[config.mk]
export PLATFORM = sky130hd
export DESIGN_NAME = muldiv_unit
export DESIGN_NICKNAME = d
export VERILOG_FILES = /design/src/rtl/muldiv_pkg.sv /design/src/rtl/muldiv_abs.sv /design/src/rtl/muldiv_unit.sv
export SDC_FILE = /design/constraint.sdc
export NUM_CORES = 2
export LEC_CHECK = 0
export CAP_MARGIN = 10
export CORE_MARGIN = 1.5
export CORE_UTILIZATION = 57
export DETAILED_ROUTE_END_ITERATION = 16
export GPL_TIMING_DRIVEN = 1
export PLACE_DENSITY = 0.8
export SLEW_MARGIN = 20
export SYNTH_ARGS = -nofsm -noshare
export SYNTH_HDL_FRONTEND = slang
export SYNTH_SLANG_ARGS = --single-unit
[constraint.sdc]
create_clock -name Clk -period 40.3 [get_ports Clk]
set_clock_uncertainty 0.05 [all_clocks]
set_input_delay 12.09 -clock Clk [delete_from_list [all_inputs] [get_ports Clk]]
set_output_delay 12.09 -clock Clk [all_outputs]
set_load 0.05 [all_outputs]
[src/rtl/muldiv_pkg.sv]
// Shared types and constants for the iterative RV64M multiply/divide unit.
package muldiv_pkg;

    localparam int unsigned XLEN = 64;

    // RV64M funct3 encoding of the operation.
    typedef enum logic [2:0] {
        OP_MUL    = 3'b000,
        OP_MULH   = 3'b001,
        OP_MULHSU = 3'b010,
        OP_MULHU  = 3'b011,
        OP_DIV    = 3'b100,
        OP_DIVU   = 3'b101,
        OP_REM    = 3'b110,
        OP_REMU   = 3'b111
    } muldiv_op_t;

    typedef enum logic [2:0] {
        ST_IDLE = 3'd0,
        ST_MUL  = 3'd1,
        ST_DIV  = 3'd2,
        ST_FIX  = 3'd3,
        ST_DONE = 3'd4
    } muldiv_state_t;

    // Quotient returned for a zero divisor (the remainder is the dividend).
    localparam logic [XLEN-1:0] DIV0_QUOT   = '1;
    // Signed overflow case: most-negative dividend divided by -1.
    localparam logic [XLEN-1:0] OVF_QUOT    = {1'b1, {(XLEN-1){1'b0}}};
    localparam logic [XLEN-1:0] OVF_REM     = '0;
    localparam logic [XLEN-1:0] OVF_DIVISOR = '1;

endpackage

[src/rtl/muldiv_abs.sv]
// Combinational magnitude extraction: two's-complement value -> magnitude plus sign.
module muldiv_abs
    import muldiv_pkg::*;
#(
    parameter int unsigned WIDTH = XLEN
) (
    input  logic [WIDTH-1:0] val,
    input  logic             is_signed,
    output logic [WIDTH-1:0] mag,
    output logic             neg
);

    // Negative only when the operand is interpreted as signed and its MSB is set.
    always_comb begin
        neg = is_signed & val[WIDTH-1];
        mag = neg ? (~val + 1'b1) : val;
    end

endmodule

[src/rtl/muldiv_unit.sv]
// Iterative RV64M multiply/divide unit: radix-2 shift-add multiply, restoring divide.
module muldiv_unit #(
    parameter int unsigned XLEN = muldiv_pkg::XLEN
) (
    input  logic            Clk,
    input  logic            Reset,
    input  logic            start,
    input  logic [2:0]      op,
    input  logic [XLEN-1:0] A,
    input  logic [XLEN-1:0] B,
    output logic            busy,
    output logic            done,
    output logic [XLEN-1:0] result
);

    import muldiv_pkg::*;

    localparam logic [6:0] LAST_ITER = 7'(XLEN - 1);

    muldiv_state_t   state_q, state_d;
    muldiv_op_t      op_q, op_d;
    logic [XLEN-1:0] a_q, a_d;
    logic [XLEN-1:0] b_q, b_d;
    logic [XLEN-1:0] result_q, result_d;
    logic [2*XLEN-1:0] acc_q, acc_d;
    logic [6:0]      cnt_q, cnt_d;
    logic            load_q, load_d;

    logic            a_signed, b_signed, is_rem, div_zero, div_ovf;
    logic [XLEN-1:0] mag_a, mag_b;
    logic            sign_a, sign_b;

    logic [XLEN:0]     mul_sum;
    logic [XLEN:0]     div_trial;
    logic [XLEN:0]     div_diff;
    logic [2*XLEN-1:0] prod_s;
    logic [XLEN-1:0]   quo_s;
    logic [XLEN-1:0]   rem_s;

    // Operand signedness and special-case detection from the latched request.
    always_comb begin
        a_signed = op_q inside {OP_MUL, OP_MULH, OP_MULHSU, OP_DIV, OP_REM};
        b_signed = op_q inside {OP_MUL, OP_MULH, OP_DIV, OP_REM};
        is_rem   = op_q inside {OP_REM, OP_REMU};
        div_zero = (b_q == '0);
        div_ovf  = (op_q inside {OP_DIV, OP_REM}) && (a_q == OVF_QUOT) && (b_q == OVF_DIVISOR);
    end

    muldiv_abs #(.WIDTH(XLEN)) u_abs_a (
        .val       (a_q),
        .is_signed (a_signed),
        .mag       (mag_a),
        .neg       (sign_a)
    );

    muldiv_abs #(.WIDTH(XLEN)) u_abs_b (
        .val       (b_q),
        .is_signed (b_signed),
        .mag       (mag_b),
        .neg       (sign_b)
    );

    // Next-state, iteration datapath and result selection.
    // The first cycle in MUL/DIV (load_q) seeds the accumulator from the operand
    // magnitudes and screens divide special cases; the 64 iterations follow it.
    always_comb begin
        state_d  = state_q;
        op_d     = op_q;
        a_d      = a_q;
        b_d      = b_q;
        acc_d    = acc_q;
        cnt_d    = cnt_q;
        load_d   = load_q;
        result_d = result_q;

        mul_sum   = {1'b0, acc_q[2*XLEN-1:XLEN]} + (acc_q[0] ? {1'b0, mag_a} : '0);
        div_trial = {acc_q[2*XLEN-1:XLEN], acc_q[XLEN-1]};
        div_diff  = div_trial - {1'b0, mag_b};
        prod_s    = (sign_a ^ sign_b) ? (~acc_q + 1'b1) : acc_q;
        quo_s     = (sign_a ^ sign_b) ? (~acc_q[XLEN-1:0] + 1'b1) : acc_q[XLEN-1:0];
        rem_s     = sign_a ? (~acc_q[2*XLEN-1:XLEN] + 1'b1) : acc_q[2*XLEN-1:XLEN];

        unique case (state_q)
            ST_IDLE: begin
                if (start) begin
                    op_d    = muldiv_op_t'(op);
                    a_d     = A;
                    b_d     = B;
                    cnt_d   = '0;
                    load_d  = 1'b1;
                    state_d = op[2] ? ST_DIV : ST_MUL;
                end
            end
            ST_MUL: begin
                if (load_q) begin
                    acc_d  = {{XLEN{1'b0}}, mag_b};
                    load_d = 1'b0;
                end else begin
                    acc_d = {mul_sum, acc_q[XLEN-1:1]};
                    cnt_d = cnt_q + 7'd1;
                    if (cnt_q == LAST_ITER) state_d = ST_FIX;
                end
            end
            ST_DIV: begin
                if (load_q) begin
                    load_d = 1'b0;
                    if (div_zero || div_ovf) state_d = ST_FIX;
                    else                     acc_d   = {{XLEN{1'b0}}, mag_a};
                end else begin
                    acc_d = div_diff[XLEN] ? {div_trial[XLEN-1:0], acc_q[XLEN-2:0], 1'b0}
                                           : {div_diff[XLEN-1:0],  acc_q[XLEN-2:0], 1'b1};
                    cnt_d = cnt_q + 7'd1;
                    if (cnt_q == LAST_ITER) state_d = ST_FIX;
                end
            end
            ST_FIX: begin
                if (!op_q[2])     result_d = (op_q == OP_MUL) ? prod_s[XLEN-1:0] : prod_s[2*XLEN-1:XLEN];
                else if (div_zero) result_d = is_rem ? a_q : DIV0_QUOT;
                else if (div_ovf)  result_d = is_rem ? OVF_REM : OVF_QUOT;
                else               result_d = is_rem ? rem_s : quo_s;
                state_d = ST_DONE;
            end
            ST_DONE: state_d = ST_IDLE;
            default: state_d = ST_IDLE;
        endcase
    end

    // All state, counter, operand and accumulator registers.
    always_ff @(posedge Clk or posedge Reset) begin
        if (Reset) begin
            state_q  <= ST_IDLE;
            op_q     <= OP_MUL;
            a_q      <= '0;
            b_q      <= '0;
            acc_q    <= '0;
            cnt_q    <= '0;
            load_q   <= 1'b0;
            result_q <= '0;
        end else begin
            state_q  <= state_d;
            op_q     <= op_d;
            a_q      <= a_d;
            b_q      <= b_d;
            acc_q    <= acc_d;
            cnt_q    <= cnt_d;
            load_q   <= load_d;
            result_q <= result_d;
        end
    end

    assign busy   = state_q inside {ST_MUL, ST_DIV, ST_FIX};
    assign done   = (state_q == ST_DONE);
    assign result = result_q;

endmodule

==> summary.txt <==
IO Pins = 200
Clk sinks = 334
Sequential share of the synthesized area = 0.252
Post-Synthesis Cell Area = 33,100 sq um
Share of layout cells above drive strength 1 = 0.0560
Worst-path fanout max = 12
Final ANT Viol Nets = 0
Port Buffers = 199
Filler cells = 5,186
Worst-Skew Late Latency = 0.59 ns
Actual slew at the worst max-slew pin = 1.25 ns
Pre-Repair DR Iteration Count = 8
EDFF count, synth = 0
Final setup violating endpoints = 0
Synth Register Bits = 334
Total number of vias = 33,884
Synth top area cells = dfrtp_1, nand2_1, o21ai_0, xnor2_1, xor2_1
Clock slew at reported path FFs = 0.06 ns
Final setup margin = 25.87 ns
Multi-input gate area = 23,200 sq um
Setup crit end kind = primary output
Vias/cell = 6.46
First-pass GRT wire length = 174,000 um
Main synth FF type = dfrtp_1
Fin crit share = 0.358
Outcome = finished clean
Hold Violations, Final = 0
Mux share of post-synthesis cell area = 0.0448
YS warnings = 0
RSZ-0062 raised after global routing = no
Startpoint Class = register
FFs w/ async S/R, synth = 1.00
Synth Net Count = 4,730
Post-Synth Adder-Cell Area = 0.0447
Post-synth cell types = 107
Fin area = 36,600 sq um
Slew Viols, Final = 0
FMAX = 0.0693 GHz
ANT cells = 0
Post-place instance area = 35,200 sq um
Die area = 59,600 sq um
Die height = 244 um
Max_cap viols = 0
Num CTS Buffers = 39
Synth Area in Compound Gates = 0.231
Congestion Overflow GR = 0
GRT Util Overall = 0.371
CTS root buffer = clkbuf_16
Final TNS setup = 0 ns
Xor and xnor area share after synthesis = 0.127
Synth top area share = 0.252
Hold Buf Count CTS = 0
DRT Wirelength = 114,000 um
R2R Setup Slk = 32.38 ns
Initial antenna violation count = 1
Post-CTS Setup Inserts = 0
# rows = 88
Simple-gate share of the synthesized area = 0.250
Maximum root-to-sink buffer count = 3
Main combinational cell family by area after synthesis = simple AND/OR/NAND/NOR gates
Area leader, netlist = dfrtp_1
Min-delay worst type = register to register
Area grow syn2layout = 10.4%
Tmin final = 14.43 ns
Worst EP arrival = 2.29 ns
Final Core Density = 0.635
NumNets Final = 4,693
Core area = 57,600 sq um
Die width = 244 um
Cells after Synth = 4,492
Critical setup path kind = register to primary output
Post-CTS resize count = 0
Sequential standard cell area = 8360 sq um
Max_slew headroom = 0.166
Post-DP HPWL = 85,400 um
Avg Inst Size Synth = 7.37 sq um
Largest net degree at the start of global routing = 108
DP Worst Slack = 25.46 ns
Initial core utilization = 0.575
Initial DRC count = 4,386
Required @ worst endpoint = 28.16 ns
Gpl congestion = 1.01
Vias in the first global route = 29,850
CTS tree = done
CTS H-tree lvls = 2
Drt wl/cell = 21.7 um
Remaining DRCs = 0
==> cell usage in the layout (no fill, tap or decap), types with 13 or more instances in the layout <==
master / synthesis / layout
nor4_1: 53 / 53
a21oi_1: 289 / 289
o21a_1: 17 / 17
ha_1: 102 / 102
o21bai_1: 17 / 17
mux2_2: 35 / 35
nand3_1: 75 / 75
nand2b_1: 35 / 35
nor2_1: 328 / 325
o21ai_1: 18 / 17
dfrtp_1: 334 / 332
clkbuf_16: 0 / 41
xor2_1: 172 / 172
xnor2_1: 265 / 263
a211oi_1: 37 / 37
nor2b_1: 19 / 19
and2_1: 89 / 88
buf_4: 4 / 48
or2_2: 15 / 14
o41ai_1: 24 / 24
nor3_1: 112 / 111
o31ai_1: 46 / 46
or3_1: 43 / 43
mux4_2: 22 / 22
nand2_1: 845 / 842
mux2i_1: 58 / 58
or4_1: 23 / 23
a31oi_1: 48 / 48
maj3_1: 13 / 13
inv_1: 94 / 93
nand4_1: 39 / 39
a21o_1: 59 / 59
clkdlybuf4s50_1: 0 / 199
a222oi_1: 21 / 21
and3_1: 55 / 55
o21ai_0: 511 / 511
a22oi_1: 33 / 33
==> sequential cells by signal, indices dropped and copies added, names as in the netlist <==
| signal | count |
|---|---|
| load_q | 1 |
| cnt_q | 7 |
| state_q | 3 |
| a_q | 64 |
| acc_q | 128 |
| op_q | 3 |
| result | 64 |
| b_q | 64 |
==> final cells by class <==
type | count | share of cell area
multi-input cells | 3734 | 0.634
inverters | 98 | 0.0103
flip-flops and latches | 334 | 0.229
clock inverters | 16 | 0.00544
repair buffers | 248 | 0.0650
well taps | 765 | 0.0262
clock buffers | 53 | 0.0309
==> synth_stat cells (17+ instances only) <==
cell type  instances
nor2_1           328
mux2i_1           58
mux2_2            35
o21bai_1          17
dfrtp_1          334
inv_1             94
o21a_1            17
a222oi_1          21
a22oi_1           33
nor4_1            53
o21ai_0          511
or3_1             43
or4_1             23
nand4_1           39
a31oi_1           48
buf_2             24
nor3_1           112
o21ai_1           18
xor2_1           172
nand2b_1          35
nand3_1           75
o31ai_1           46
a21oi_1          289
xnor2_1          265
nor2b_1           19
a21o_1            59
and2_1            89
buf_1             23
mux4_2            22
clkbuf_1         269
a211oi_1          37
nand2_1          845
o41ai_1           24
and3_1            55
ha_1             102
==> through the flow <==
stage / hold slack, ns / instances
detailed placement: 0.412 / 5178
floorplan: 0.392 / 4492
CTS: 0.426 / 5247
global route: 0.451 / 5248
finish: 0.421 / 5248
global placement: 0.400 / 5178
==> path summary, 6_finish.rpt <==
kind                                         from                     end  depth (start not counted)
setup / recovery           state_q[0]$_DFFE_PP0P_                    done                          3
hold / removal              result[2]$_DFFE_PP0P_   result[2]$_DFFE_PP0P_                          2
setup reg to reg              op_q[1]$_DFFE_PP0P_  acc_q[122]$_DFFE_PP0P_                         22
hold reg to reg             result[2]$_DFFE_PP0P_   result[2]$_DFFE_PP0P_                          2
max in group asynchronous                   Reset     b_q[62]$_DFFE_PP0P_                          4
min in group asynchronous                   Reset   result[5]$_DFFE_PP0P_                          2
==> kinds of logic after synthesis <==
| logic type | count (synthesis) |
|---|---|
| xor+xnor | 455 |
| simple gates | 1788 |
| fa+ha+maj | 120 |
| mux | 116 |
| flops | 334 |
| buf+inv | 424 |
| compound gates | 1255 |
==> layer usage <==
metal	global-route usage	part of all wire	vias up
met2	0.511	0.40	2073
met5	0	0.00027	-
met1	0.571	0.44	15808
met4	0.111	0.033	4
met3	0.0800	0.13	211
li1	-	-	15788
==> worst max-delay path: stages (launching register included) <==
cell and delay [ns]:
dfrtp_1 0.50, nor2_1 0.25, and2_1 0.16, clkdlybuf4s50_1 0.80
Power is left out: the tool's default activity adds up to more than one toggle a clock period on the data nets, which glitch-free logic cannot reach.
